## src/rtl/down_timer.sv

```systemverilog
// down_timer: loadable down counter with reload register, programmable prescaler,
// and one-shot or periodic terminal-count generation.
//
//   state   | meaning
//   --------+----------------------------------------------------------
//   IDLE    | not counting; COUNT held (resume point for START)
//   RUN     | counting; prescaler advances while ENABLE is high
//   EXPIRED | one-shot reached terminal count; COUNT held at 0
module down_timer #(
    parameter int WIDTH     = 8,
    parameter int PSC_WIDTH = 8
) (
    input  logic                 CLOCK,
    input  logic                 RESET,
    input  logic                 ENABLE,
    input  logic                 LOAD,
    input  logic [WIDTH-1:0]     DATA,
    input  logic                 START,
    input  logic                 STOP,
    input  logic                 PERIODIC,
    input  logic [PSC_WIDTH-1:0] PRESCALE,
    output logic [WIDTH-1:0]     COUNT,
    output logic                 TC,
    output logic                 RUNNING,
    output logic                 DONE
);

    typedef enum logic [1:0] {
        IDLE    = 2'd0,
        RUN     = 2'd1,
        EXPIRED = 2'd2
    } state_t;

    state_t               state, state_nxt;
    logic [WIDTH-1:0]     count_q, count_nxt;
    logic [WIDTH-1:0]     reload_q, reload_nxt;
    logic [PSC_WIDTH-1:0] psc_q, psc_nxt;
    logic                 mode_q, mode_nxt;
    logic                 tc_q, tc_nxt;
    logic                 running_q, done_q;
    logic                 tick;

    // >= rather than == so a lowered PRESCALE takes effect without wrapping
    assign tick = (state == RUN) && ENABLE && (psc_q >= PRESCALE);

    always_ff @(posedge CLOCK) begin
        if (RESET) begin
            state     <= IDLE;
            count_q   <= '0;
            reload_q  <= '0;
            psc_q     <= '0;
            mode_q    <= 1'b0;
            tc_q      <= 1'b0;
            running_q <= 1'b0;
            done_q    <= 1'b0;
        end else begin
            state     <= state_nxt;
            count_q   <= count_nxt;
            reload_q  <= reload_nxt;
            psc_q     <= psc_nxt;
            mode_q    <= mode_nxt;
            tc_q      <= tc_nxt;
            running_q <= (state_nxt == RUN);
            done_q    <= (state_nxt == EXPIRED);
        end
    end

    always_comb begin
        state_nxt  = state;
        count_nxt  = count_q;
        reload_nxt = reload_q;
        psc_nxt    = psc_q;
        mode_nxt   = mode_q;
        tc_nxt     = 1'b0;

        if (state != IDLE && state != RUN && state != EXPIRED) begin
            state_nxt = IDLE;
            psc_nxt   = '0;
        end else if (LOAD) begin
            count_nxt  = DATA;
            reload_nxt = DATA;
            psc_nxt    = '0;
            if (START && state != RUN) begin
                state_nxt = RUN;
                mode_nxt  = PERIODIC;
            end else if (state == EXPIRED) begin
                state_nxt = IDLE;
            end
        end else if (STOP) begin
            state_nxt = IDLE;
            psc_nxt   = '0;
        end else if (START && state != RUN) begin
            state_nxt = RUN;
            mode_nxt  = PERIODIC;
            psc_nxt   = '0;
            if (state == EXPIRED) begin
                count_nxt = reload_q;
            end
        end else if (tick) begin
            psc_nxt = '0;
            if (count_q != '0) begin
                count_nxt = count_q - 1'b1;
            end else begin
                tc_nxt = 1'b1;
                if (mode_q) begin
                    count_nxt = reload_q;
                end else begin
                    state_nxt = EXPIRED;
                end
            end
        end else if (state == RUN && ENABLE) begin
            psc_nxt = psc_q + 1'b1;
        end
    end

    assign COUNT   = count_q;
    assign TC      = tc_q;
    assign RUNNING = running_q;
    assign DONE    = done_q;

endmodule
```

## config.mk

```make
export PLATFORM = sky130hd
export DESIGN_NAME = down_timer
export DESIGN_NICKNAME = d
export VERILOG_FILES = /design/src/rtl/down_timer.sv
export SDC_FILE = /design/constraint.sdc
export NUM_CORES = 1
export LEC_CHECK = 0
export CORE_AREA = 5 5 69 71
export DETAILED_ROUTE_END_ITERATION = 12
export DIE_AREA = 0 0 74 76
export PLACE_DENSITY = 0.67
export REMOVE_ABC_BUFFERS = 1
export SLEW_MARGIN = 20
export SYNTH_ARGS = -nofsm -noshare
export SYNTH_HDL_FRONTEND = slang
export SYNTH_SLANG_ARGS = --single-unit
```

## constraint.sdc

```tcl
create_clock -name CLOCK -period 3.6 [get_ports CLOCK]
set_input_delay 0.72 -clock CLOCK [delete_from_list [all_inputs] [get_ports CLOCK]]
set_output_delay 0.72 -clock CLOCK [all_outputs]
set_load 0.03 [all_outputs]
```

# After elaboration in Yosys (flattened, before gate mapping)
# Cells that the tools add are included.
[word_totals]
regBits = 30
elab_cells = 55
in_bits = 23
out_inout_bits = 11
[op_classes]
magnitude_cmp = 1
n_eq_ne = 8
bitwise_logic = 2
add_sub_neg = 2
mux = 20
n_reduce_logical = 14
[op_table]
columns = ["op", "count"]
rows = [
  ["$mux W8", 7],
  ["$mux W2", 9],
  ["$reduce_or A6 Y1", 2],
  ["$add A8 B1 Y8 const B", 1],
  ["$ge A8 B8 Y1", 1],
  ["$reduce_bool A8 Y1", 1],
  ["$sub A8 B1 Y8 const B", 1],
  ["$logic_and A1 B1 Y1", 5],
  ["$reduce_and A5 Y1", 1],
  ["$eq A2 B1 Y1 const B", 2],
  ["$eq A2 B2 Y1 const B", 2],
  ["$mux W1", 4],
  ["$ne A2 B2 Y1 const B", 2],
  ["$reduce_and A2 Y1", 2],
  ["$reduce_bool A4 Y1", 1],
  ["$ne A3 B2 Y1 const B", 1],
  ["$reduce_bool A3 Y1", 1],
  ["$ne A2 B1 Y1 const B", 1],
  ["$not A1 Y1", 2],
  ["$reduce_bool A2 Y1", 1],
]

# Logic depth before layout (Yosys ltp)
[depth]
word_depth = 9
depth_mapped = 9
mapped_depth_nobuf = 8

# Worst setup path before layout
# OpenSTA, ideal clock, no wires.
[synth_path]
path_type = "input to register"
start = "in PRESCALE[0]"
end = "reg count_q[2] (netlist: COUNT[2])"
cell_stages = 7
path_buffers = 0
arrival_time_ns = 2.435
required_time_ns = 3.479
path_slack_ns = 1.044
setup_ns = 0.121
path_cell_list = "ha_1 -> nand2b_1 -> a2111oi_0 -> o31ai_1 -> a221oi_4 -> nor2_4 -> mux2_4"
[synth_via]
elab_chain_cells = 4
[synth_lines]
columns = ["element", "line", "source"]
rows = [
  ["start, declared", "21", "input logic [PSC_WIDTH-1:0] PRESCALE,"],
  ["$ge A8 B8 Y1", "44", "assign tick = (state == RUN) && ENABLE && (psc_q >= PRESCALE);"],
  ["$logic_and A1 B1 Y1", "44", ""],
  ["$reduce_bool A3 Y1 (no line)", "-", ""],
  ["$reduce_and A5 Y1 (no line)", "-", ""],
  ["end signal, assigned", "58", "count_q <= count_nxt;"],
  ["end, declared", "35", "logic [WIDTH-1:0] count_q, count_nxt;"],
]
# No other way between the ends.
# A chain may end at the register's enable or synchronous reset.

# Worst setup path in the final report
[layout_path]
start = "in PRESCALE[7]"
end = "reg count_q[2] (netlist: COUNT[2])"
# The elaborated chain is that of the path after synthesis.

==> flow_summary_export.csv <==
group,metric,value,unit
power,combinationalPowerShare,21.4,%
clock_network,hold_buffers,0,
clock_network,cts_buffer_depth,2,
logic_synthesis,netlist_area,0.001695,mm^2
worst_setup_path,rr_worst_depth,9,
logic_synthesis,yosysUniqueCellTypes,39,
sta,setup_viol,0,
power,powerDensity,401.4,mW/mm^2
logic_synthesis,synth_warnings,0,
sta,setup_tns,0,ns
floorplan,die_w,74,um
power,leakage,0.0009035,uW
placement,routabilityCongestion,0.8394,
worst_setup_path,criticalPathCategory,"input pin to flop",
floorplan,dieHeight,76,um
worst_setup_path,regToRegStartpoint,"psc_q[0]$_SDFFE_PP0P_",
flow_run,drv_cap,0,
logic_synthesis,yosys.area.top_type,"dfxtp_1",
global_routing,grtUsageMet3,4.881,%
global_routing,grt_pass1_vias,1500,
clock_network,root_buffer,"clkbuf_8",
cells_and_area,utilization,52.73,%
worst_hold_path,hp-class,"flop to flop",
clock_network,clk_pin_slew_worst_paths,0.06,ns
route,via_count,1508,
floorplan,initial_core_util,40.62,%
worst_setup_path,timing.rr.end,"COUNT[2]$_SDFFE_PP0P_",
route,drcViolationCount,0,
power,internal-power,642.0,uW
route,routedWlPerCell,12.97,um
clock_network,clk_latency,0.28,ns
global_routing,grt_usage,14.36,%
global_routing,grt_util_met2,23.49,%
clock_network,post-cts-setup-buffers,0,
worst_setup_path,crit_fanout,9,
route,antenna_left,0,
clock_network,cts.sinks,30,
cells_and_area,syn2layout_area_growth,29.82,%
global_routing,grt_overflow,0,
global_routing,antenna_found_initial,0,
cells_and_area,final_cell_mix,"clkdlybuf4s50_1, nand2_1, dfxtp_1",
sta,rsz0062_at_grt,"false",
power,max-vdd-ir-drop,0.0002292,V
floorplan,coreArea,0.004174,mm^2
cells_and_area,layout-drive-gt1-share,7.438,%
floorplan,ios,34,
sta,period_needed,2.893,ns
sta,tightest_slew,0.6707,ns
cells_and_area,finalNetCount,274,
route,first_iter_violations,48,
logic_synthesis,syn-mean-instance-area,8.311,um^2
power,swShare,27.33,%
placement,place_ws,0.4062,ns
placement,port_buffers,33,
sta,finClkSkew,0.007590,ns
clock_network,cts_tree,"done",
floorplan,rows,24,
power,power_frac_seq,41.2,%
cells_and_area,layout_commonest_cell,"clkdlybuf4s50_1",
sta,hold_viol,0,
worst_setup_path,worstSetupEndpointType,"flop",
worst_setup_path,crit_required,3.77,ns
clock_network,post_cts_resized,0,
route,first_pass_iters,4,
worst_setup_path,crit_path_start_kind,"input pin",
sta,slew_headroom,55.29,%
sta,slew_viol_final,0,
sta,final.period_utilization,80.35,%
cells_and_area,multi_input_area,0.001010,mm^2
worst_setup_path,worstSetupEndpoint,"COUNT[2]$_SDFFE_PP0P_",
clock_network,numCtsBuffers,5,
logic_synthesis,yosysSeqAreaShare,35.42,%
logic_synthesis,synth.area.top_cells,"dfxtp_1, ha_1, nand2_1, a21oi_1, xor2_1",
power,pwr-share-clk,37.5,%
global_routing,grt_pass1_wl,6437,um
global_routing,busiest_layer,"met2",
logic_synthesis,ys_seq_elements,30,
logic_synthesis,synth_cells,204,
worst_setup_path,crit_path_start,"PRESCALE[7]",
global_routing,grt_util_met1,17.72,%
worst_setup_path,cp.arrival,3.06,ns
clock_network,h-tree-depth,2,
floorplan,dieArea,0.005624,mm^2
cells_and_area,num_antenna_cells,0,
power,p_switching,241.5,uW
worst_setup_path,rrSetupSlack,1.12,ns
cells_and_area,seq_area,600.6,um^2
logic_synthesis,synth.top_cell.area_share,35.42,%
placement,hpwlAfterDp,2974,um
sta,fmax,0.3457,GHz
route,routed_wirelength,3814,um
cells_and_area,fillerInstances,405,
global_routing,grt_max_degree,16,
route,viasPerCell,5.129,
sta,fin_ws,0.7073,ns
outcome,status,"completed",
worst max-delay path: stages:
cell             delay, ns
clkdlybuf4s50_1       0.46
inv_1                 0.04
ha_1                  0.30
and3_1                0.19
a221oi_1              0.27
o31ai_1               0.13
buf_4                 0.16
a221oi_4              0.39
nor2_4                0.10
mux2_4                0.31
layer usage:
metal  routed length (um)  vias up
met1                 1800      682
met3                  215        5
met4                   40        0
met5                    0        -
met2                 1757       32
li1                     -      789
flip-flops by register name (all words and copies together) (netlist names):
signal and count:
state 2, TC 1, psc_q 8, RUNNING 1, DONE 1, reload_q 8, mode_q 1, COUNT 8
per-stage QoR:
step           area [um^2]  cells  hold slack [ns]  total power (uW)
2_1_floorplan         1667    197           0.4255             481.3
3_3_place_gp          2092    286           0.4388             558.7
3_5_place_dp          2092    286           0.4416             559.8
4_1_cts               2201    294           0.4505             893.2
5_1_grt               2201    294           0.4672             927.0
6_report              2201    294           0.4526             883.5
synthesized netlist by cell type, drive strengths merged:
master	n
nor2b	1
dfxtp	30
xor2	8
o31ai	4
o21a	2
nand2	32
or4	2
o211ai	2
ha	10
nor2	13
o21ai	7
a21oi	20
nand2b	4
mux2	2
a2111oi	1
xnor2	3
clkbuf	4
nor3b	5
nand3	2
a221oi	5
and3	3
mux2i	5
inv	15
nand4	3
a211oi	2
and2	1
buf	3
a21o	1
nor3	3
o211a	2
a22oi	1
or3	7
nor4	1
area by class of cell:
type | count | share of cell area, %
multi-input combinational | 152 | 45.88
clock buffer | 5 | 3.127
sequential | 30 | 27.29
tap | 52 | 2.956
clock inverter | 3 | 1.819
inverter | 15 | 2.558
timing repair buffer | 37 | 16.37
worst min path at each step:
stage	from	to	cells past startpoint
CTS	reload_q[7]$_SDFFE_PP0P_	reload_q[7]$_SDFFE_PP0P_	2
global route	reload_q[3]$_SDFFE_PP0P_	reload_q[3]$_SDFFE_PP0P_	2
finish	reload_q[7]$_SDFFE_PP0P_	reload_q[7]$_SDFFE_PP0P_	2
detailed placement	reload_q[7]$_SDFFE_PP0P_	reload_q[7]$_SDFFE_PP0P_	2
floorplan	reload_q[1]$_SDFFE_PP0P_	reload_q[1]$_SDFFE_PP0P_	2
global placement	reload_q[5]$_SDFFE_PP0P_	reload_q[5]$_SDFFE_PP0P_	2
power groups by stage:
| stage | clock [uW] | sequential (uW) | combinational [uW] |
|---|---|---|---|
| floorplan | 0 | 383 | 98.7 |
| global placement | 0 | 371 | 187 |
| CTS | 339 | 364 | 190 |
| global route | 351 | 366 | 210 |
| detailed placement | 0 | 371 | 189 |
| finish | 331 | 364 | 189 |
cell families after synthesis:
kind of cell             after synthesis  share of synthesized area, %
AND/OR/NAND/NOR                       77                         23.39
AO/OA/AOI/OAI                         47                         18.60
flip-flops                            30                         35.42
buffers and inverters                 22                         5.018
XOR/XNOR                              11                         5.683
adder cells (fa/ha/maj)               10                         7.380
multiplexers                           7                         4.502
No activity file was read; power rests on OpenSTA's default activity.
